File: src/rtl/boot_pkg.sv
//==============================================================================
// Module      : boot_pkg
// Description : Shared types and constants for the UART boot loader sequencer.
// Revision    : 1.0 - initial release
//==============================================================================
`default_nettype none

package boot_pkg;

    typedef enum logic [2:0] {
        ST_IDLE = 3'd0,
        ST_HDR  = 3'd1,
        ST_DATA = 3'd2,
        ST_CSUM = 3'd3,
        ST_ACK  = 3'd4,
        ST_RUN  = 3'd5,
        ST_ERR  = 3'd6
    } boot_state_t;

    localparam logic [7:0] c_ack_ok_default = 8'hAA;
    localparam logic [7:0] c_ack_ng_default = 8'h55;

    localparam int c_byte_w         = 8;
    localparam int c_word_w         = 32;
    localparam int c_bytes_per_word = c_word_w / c_byte_w;
    localparam int c_byte_idx_w     = $clog2(c_bytes_per_word);

endpackage : boot_pkg

`default_nettype wire

File: src/rtl/boot_byte_assembler.sv
//==============================================================================
// Module      : boot_byte_assembler
// Description : Big-endian 4-byte word shifter with byte index and running XOR.
// Revision    : 1.0 - initial release
//==============================================================================
`default_nettype none

module boot_byte_assembler
    import boot_pkg::*;
(
    input  logic                CLK,
    input  logic                reset,
    input  logic                clear,
    input  logic                byte_valid,
    input  logic [c_byte_w-1:0] byte_in,
    output logic [c_word_w-1:0] word_next,
    output logic                word_last,
    output logic [c_byte_w-1:0] csum
);

    logic [c_word_w-1:0]     r_word;
    logic [c_byte_idx_w-1:0] r_idx;
    logic [c_byte_w-1:0]     r_csum;

    // Word and "last byte" are exposed combinationally so the owner can act
    // in the same cycle as the final byte's strobe.
    assign word_next = {r_word[c_word_w-c_byte_w-1:0], byte_in};
    assign word_last = byte_valid && (r_idx == c_byte_idx_w'(c_bytes_per_word - 1));
    assign csum      = r_csum;

    always_ff @(posedge CLK) begin
        if (reset || clear) begin
            r_word <= '0;
            r_idx  <= '0;
            r_csum <= '0;
        end else if (byte_valid) begin
            r_word <= word_next;
            r_idx  <= r_idx + 1'b1;
            r_csum <= r_csum ^ byte_in;
        end
    end

endmodule : boot_byte_assembler

`default_nettype wire

File: src/rtl/boot_loader_sequencer.sv
//==============================================================================
// Module      : boot_loader_sequencer
// Description : Loads a framed UART image into instruction memory, acks, then
//               releases the CPU pipeline reset.
// Revision    : 1.0 - initial release
//==============================================================================
`default_nettype none

module boot_loader_sequencer
    import boot_pkg::*;
#(
    parameter int         INST_MEM_WIDTH = 2,
    parameter int         TIMEOUT_CYCLES = 1000000,
    parameter logic [7:0] ACK_OK         = c_ack_ok_default,
    parameter logic [7:0] ACK_NG         = c_ack_ng_default
) (
    input  logic                      CLK,
    input  logic                      reset,
    input  logic                      start_req,
    input  logic [7:0]                rx_data,
    input  logic                      rx_valid,
    output logic [7:0]                tx_data,
    output logic                      tx_enable,
    input  logic                      tx_ready,
    output logic                      imem_we,
    output logic [INST_MEM_WIDTH-1:0] imem_addr,
    output logic [31:0]               imem_wdata,
    output logic                      cpu_reset,
    output logic                      loading,
    output logic                      error
);

    localparam logic [31:0] c_capacity = 32'(2 ** INST_MEM_WIDTH);
    localparam int          c_tmo_w    = $clog2(TIMEOUT_CYCLES + 1);
    localparam logic [c_tmo_w-1:0] c_tmo_last = c_tmo_w'(TIMEOUT_CYCLES - 1);

    boot_state_t               r_state;
    logic                      r_start_d;
    logic [INST_MEM_WIDTH:0]   r_n_words;
    logic [INST_MEM_WIDTH:0]   r_word_cnt;
    logic [c_tmo_w-1:0]        r_tmo_cnt;
    logic                      r_tmo_armed;
    logic                      r_ack_pass;
    logic [7:0]                r_tx_data;
    logic                      r_imem_we;
    logic [INST_MEM_WIDTH-1:0] r_imem_addr;
    logic [31:0]               r_imem_wdata;

    logic        w_start_rise;
    logic        w_start_ok;
    logic        w_asm_valid;
    logic [31:0] w_word_next;
    logic        w_word_last;
    logic [7:0]  w_csum;

    assign w_start_rise = start_req && !r_start_d;
    assign w_start_ok   = w_start_rise &&
                          (r_state inside {ST_IDLE, ST_RUN, ST_ERR});
    // The checksum byte itself must not fold into the running XOR.
    assign w_asm_valid  = rx_valid && (r_state inside {ST_HDR, ST_DATA});

    boot_byte_assembler u_asm (
        .CLK        (CLK),
        .reset      (reset),
        .clear      (w_start_ok),
        .byte_valid (w_asm_valid),
        .byte_in    (rx_data),
        .word_next  (w_word_next),
        .word_last  (w_word_last),
        .csum       (w_csum)
    );

    always_ff @(posedge CLK) begin
        if (reset) begin
            r_state      <= ST_IDLE;
            r_start_d    <= 1'b0;
            r_n_words    <= '0;
            r_word_cnt   <= '0;
            r_tmo_cnt    <= '0;
            r_tmo_armed  <= 1'b0;
            r_ack_pass   <= 1'b0;
            r_tx_data    <= '0;
            r_imem_we    <= 1'b0;
            r_imem_addr  <= '0;
            r_imem_wdata <= '0;
        end else begin
            r_start_d <= start_req;
            r_imem_we <= 1'b0;

            case (r_state)
                ST_IDLE, ST_RUN, ST_ERR: begin
                    if (w_start_ok) begin
                        r_state     <= ST_HDR;
                        r_word_cnt  <= '0;
                        r_tmo_cnt   <= '0;
                        r_tmo_armed <= 1'b0;
                    end
                end

                ST_HDR, ST_DATA, ST_CSUM: begin
                    // Idle timer only runs once the first header byte has arrived.
                    if (rx_valid) begin
                        r_tmo_cnt   <= '0;
                        r_tmo_armed <= 1'b1;
                    end else if (r_tmo_armed) begin
                        if (r_tmo_cnt == c_tmo_last) begin
                            r_state    <= ST_ACK;
                            r_ack_pass <= 1'b0;
                            r_tx_data  <= ACK_NG;
                        end else begin
                            r_tmo_cnt <= r_tmo_cnt + 1'b1;
                        end
                    end

                    if (r_state == ST_HDR && w_word_last) begin
                        r_n_words <= w_word_next[INST_MEM_WIDTH:0];
                        if (w_word_next > c_capacity) begin
                            r_state    <= ST_ACK;
                            r_ack_pass <= 1'b0;
                            r_tx_data  <= ACK_NG;
                        end else if (w_word_next == 32'd0) begin
                            r_state <= ST_CSUM;
                        end else begin
                            r_state <= ST_DATA;
                        end
                    end

                    if (r_state == ST_DATA && w_word_last) begin
                        r_imem_we    <= 1'b1;
                        r_imem_addr  <= r_word_cnt[INST_MEM_WIDTH-1:0];
                        r_imem_wdata <= w_word_next;
                        r_word_cnt   <= r_word_cnt + 1'b1;
                        if (r_word_cnt + 1'b1 == r_n_words) begin
                            r_state <= ST_CSUM;
                        end
                    end

                    if (r_state == ST_CSUM && rx_valid) begin
                        r_state    <= ST_ACK;
                        r_ack_pass <= (rx_data == w_csum);
                        r_tx_data  <= (rx_data == w_csum) ? ACK_OK : ACK_NG;
                    end
                end

                ST_ACK: begin
                    if (tx_ready) begin
                        r_state <= r_ack_pass ? ST_RUN : ST_ERR;
                    end
                end

                default: r_state <= ST_IDLE;
            endcase
        end
    end

    // Status strobe fires on the first ACK cycle the sender reports idle.
    assign tx_enable  = (r_state == ST_ACK) && tx_ready;
    assign tx_data    = r_tx_data;
    assign imem_we    = r_imem_we;
    assign imem_addr  = r_imem_addr;
    assign imem_wdata = r_imem_wdata;
    assign cpu_reset  = (r_state != ST_RUN);
    assign loading    = r_state inside {ST_HDR, ST_DATA, ST_CSUM, ST_ACK};
    assign error      = (r_state == ST_ERR);

endmodule : boot_loader_sequencer

`default_nettype wire

File: config.mk
export PLATFORM = sky130hd
export DESIGN_NAME = boot_loader_sequencer
export DESIGN_NICKNAME = d
export VERILOG_FILES = /design/src/rtl/boot_pkg.sv /design/src/rtl/boot_byte_assembler.sv /design/src/rtl/boot_loader_sequencer.sv
export SDC_FILE = /design/constraint.sdc
export NUM_CORES = 1
export LEC_CHECK = 0
export CORE_MARGIN = 5
export CORE_UTILIZATION = 50
export CTS_BUF_LIST = sky130_fd_sc_hd__clkbuf_8 sky130_fd_sc_hd__clkbuf_16
export CTS_CLUSTER_SIZE = 8
export DETAILED_ROUTE_END_ITERATION = 7
export GPL_TIMING_DRIVEN = 1
export HOLD_SLACK_MARGIN = 0.1
export PLACE_DENSITY = 0.73
export RECOVER_POWER = 100
export REMOVE_ABC_BUFFERS = 1
export SYNTH_ARGS = -nofsm -noshare
export SYNTH_HDL_FRONTEND = slang
export SYNTH_SLANG_ARGS = --single-unit
File: constraint.sdc
create_clock -name CLK -period 2.5 [get_ports CLK]
set_input_delay 0.375 -clock CLK [delete_from_list [all_inputs] [get_ports CLK]]
set_output_delay 0.375 -clock CLK [all_outputs]
set_load 0.05 [all_outputs]
==> results.cfg <==
[run_status]
status = finished clean

[place]
place_area_um2 = 5550
gp_congestion = 0.8608
pre_cts_ws_ps = 185.0
dp_hpwl_mm = 8.239
port-buffer-count = 59

[global_routing]
grt_pass1_vias = 4149
grt_max_degree = 38
track_usage = 0.2081
antenna_found_initial = 0
grt_first_pass_wirelength_mm = 19.84
grt-ovfl-total = 0

[route]
drt_iter0_drc = 264
final_antenna_net_count = 0
drc = 0
drt-total-wl_mm = 11.57
firstDrtPassIters = 5
vias = 4306
vias_per_cell = 5.578
post_drt_wl_per_cell_um = 14.98

[logic_synthesis]
synthCells = 589
post_synth.cell_area_avg_um2 = 8.198
syn_area_um2 = 4828
synth_flop_cell = dfxtp_1
synth_warnings = 0
synth.distinct_cells = 58
synth-seq-cells = 109
ys_seq_area_frac = 0.4519
synth_edf_count = 0
async_reset_ff_frac = 0

[clocking]
clk-insertion-delay-late_ps = 390
cts_sinks = 109
cts_tree = built
clkTransAtPathRegs_ps = 120
clockBufferDepth = 2
cts_buffers = 9
cts-root-buf = clkbuf_8
htreeDepth = 3

[pwr]
pwr-share-clk = 0.358
p_per_area_nw_per_um2 = 545.6
p_sw_frac = 0.2807
max-vdd-ir-drop_v = 0.0003760
p_int_mw = 2.232
p_leak_nw = 1.984
p_comb_frac = 0.073
p_sw_uw = 870.9
sequentialPowerShare = 0.569

[worst_setup_path]
crit_required_ps = 2120
slowest_delay_ps = 880
crit_slowest_cell = dlygate4sd3_1
rr_worst_depth = 5
critPathLaunch = r_state[1]
path_class = register to primary output
end_kind = primary output
path_max_fanout = 17
startpoint_type = register
cp_data_arrival_time_ps = 1950
path_cells = nand3b_1 > dlygate4sd3_1
r2r_start = r_state[0]

[finish]
final_cell_mix = nand2_1 (141), dfxtp_1 (108), a21oi_1 (73)
area_delta_synth_final_pct = 17.78
layout-drive-gt1-share = 0.06065
fin_area_um2 = 5687
final_common_cell = nand2_1
diodes = 0
fin_nets = 654

[sta]
setup_tns_ps = 0
worst_hold_slack_ps = 458.2
setup_slack_ps = 177.9
finalHoldViolCount = 0
max-slew-margin-rel = 0.4396
drv_slew = 0
setup_violations = 0
post-route-period-util = 0.9289
finalClockSkew_ps = 17.43
period_needed_ps = 2322
tightest_slew_ps = 840.6
max_freq_ghz = 0.4306
rsz0062_at_grt = no

[floorplanning]
die_area_um2 = 11720
die_w_um = 108.3
rows = 35
die_h_um = 108.3
core_um2 = 9328
initial_core_util = 0.5176
io_pins = 60

[min_path]
hold_class = register to register
hold_start = imem_wdata[27]
hold_depth = 2

[flow_run]
cap_violations = 0
==> worst paths after layout <==
kind / to / slack (ps)
max: cpu_reset / 180
min: imem_wdata[27] / 460
max reg2reg: r_tmo_cnt[7] / 230
min reg2reg: imem_wdata[27] / 460
==> cell type report <==
class / count / area [µm²]
Fill cell: 850 / 3641
Multi-Input combinational cell: 431 / 2397
Inverter: 11 / 41.29
Clock inverter: 7 / 88.84
Clock buffer: 9 / 123.9
Sequential cell: 109 / 2183
Timing Repair Buffer: 76 / 690.7
Tap cell: 129 / 161.4
==> state kept, by name (all words and copies together) (netlist names), 2 cells and up <==
name,count
r_tmo_cnt,20
u_asm.csum,8
u_asm.r_word,24
imem_wdata,32
tx_data,8
r_state,3
r_n_words,3
u_asm.r_idx,2
imem_addr,2
r_word_cnt,3
==> Yosys cell counts, types with 2 or more instances <==
| cell | instances | area (µm²) |
|---|---|---|
| a22oi_1 | 2 | 15.01 |
| buf_2 | 10 | 50.05 |
| nand2b_1 | 9 | 56.30 |
| clkbuf_1 | 24 | 90.09 |
| nand4_1 | 9 | 56.30 |
| nor4_1 | 9 | 56.30 |
| buf_1 | 2 | 7.510 |
| mux2i_1 | 12 | 120.1 |
| nand3_1 | 11 | 55.05 |
| o21ai_0 | 8 | 40.04 |
| nor2_1 | 28 | 105.1 |
| ha_1 | 3 | 37.54 |
| inv_1 | 10 | 37.54 |
| nor3_1 | 7 | 35.03 |
| a211oi_1 | 6 | 45.04 |
| buf_6 | 2 | 22.52 |
| xnor2_1 | 13 | 113.9 |
| or4_1 | 9 | 67.56 |
| a21oi_1 | 73 | 365.4 |
| xor2_1 | 10 | 87.58 |
| o31ai_1 | 8 | 60.06 |
| and3_1 | 3 | 18.77 |
| o21ai_1 | 2 | 10.01 |
| dfxtp_1 | 109 | 2182 |
| and2_1 | 10 | 62.56 |
| nand2_1 | 141 | 529.3 |
| o21ai_2 | 3 | 26.28 |
| nand3b_1 | 2 | 15.01 |
| nor2b_1 | 5 | 31.28 |
| a31oi_1 | 9 | 56.30 |
| o41ai_1 | 5 | 43.79 |
| o21a_1 | 9 | 67.56 |
==> metal layers <==
metal  part of all wire  track usage  up-vias
li1                   -            -     2140
met2               0.49       0.3548      117
met1               0.44       0.2654     2042
met3              0.054      0.05194        7
met5                  0            0        -
met4             0.0062      0.04959        0
==> worst max-delay path: cells and delay by family, from the launching register on <==
| family | cells | cell delay (ps) |
|---|---|---|
| flip-flops | 1 | 510 |
| AND/OR/NAND/NOR | 1 | 170 |
| buffers and inverters | 1 | 880 |
==> through the flow <==
step	power (mW)	std cells	utilization
after global placement	2.033	756	0.5950
after detailed placement	2.039	756	0.5950
after CTS	3.137	772	0.6178
after floorplan	1.929	551	-
final	3.103	772	0.6097
after global routing	3.235	772	0.6097
==> cells by family after synthesis <==
group	after synthesis	share of synthesized area
AO/OA/AOI/OAI	137	0.1806
adder cells (fa/ha/maj)	4	0.009848
flip-flops	109	0.4519
buffers and inverters	49	0.04380
XOR/XNOR	23	0.04172
multiplexers	12	0.02488
AND/OR/NAND/NOR	255	0.2472
==> power groups by stage <==
stage          combinational (mW)  sequential (mW)  clock, mW
2_1_floorplan               0.127             1.80          0
3_3_place_gp                0.228             1.80          0
3_5_place_dp                0.234             1.81          0
4_1_cts                     0.235             1.77       1.14
5_1_grt                     0.247             1.77       1.22
6_report                    0.226             1.77       1.11
==> timing repair <==
item | 4_1_cts | 5_1_grt
hold buffers | 0 | 0
setup endpoints to repair | 0 | 1
hold endpoints to repair | 0 | 0
resized for setup | 0 | 1
setup buffers | 0 | 0
(Power assumes the default switching activity.)
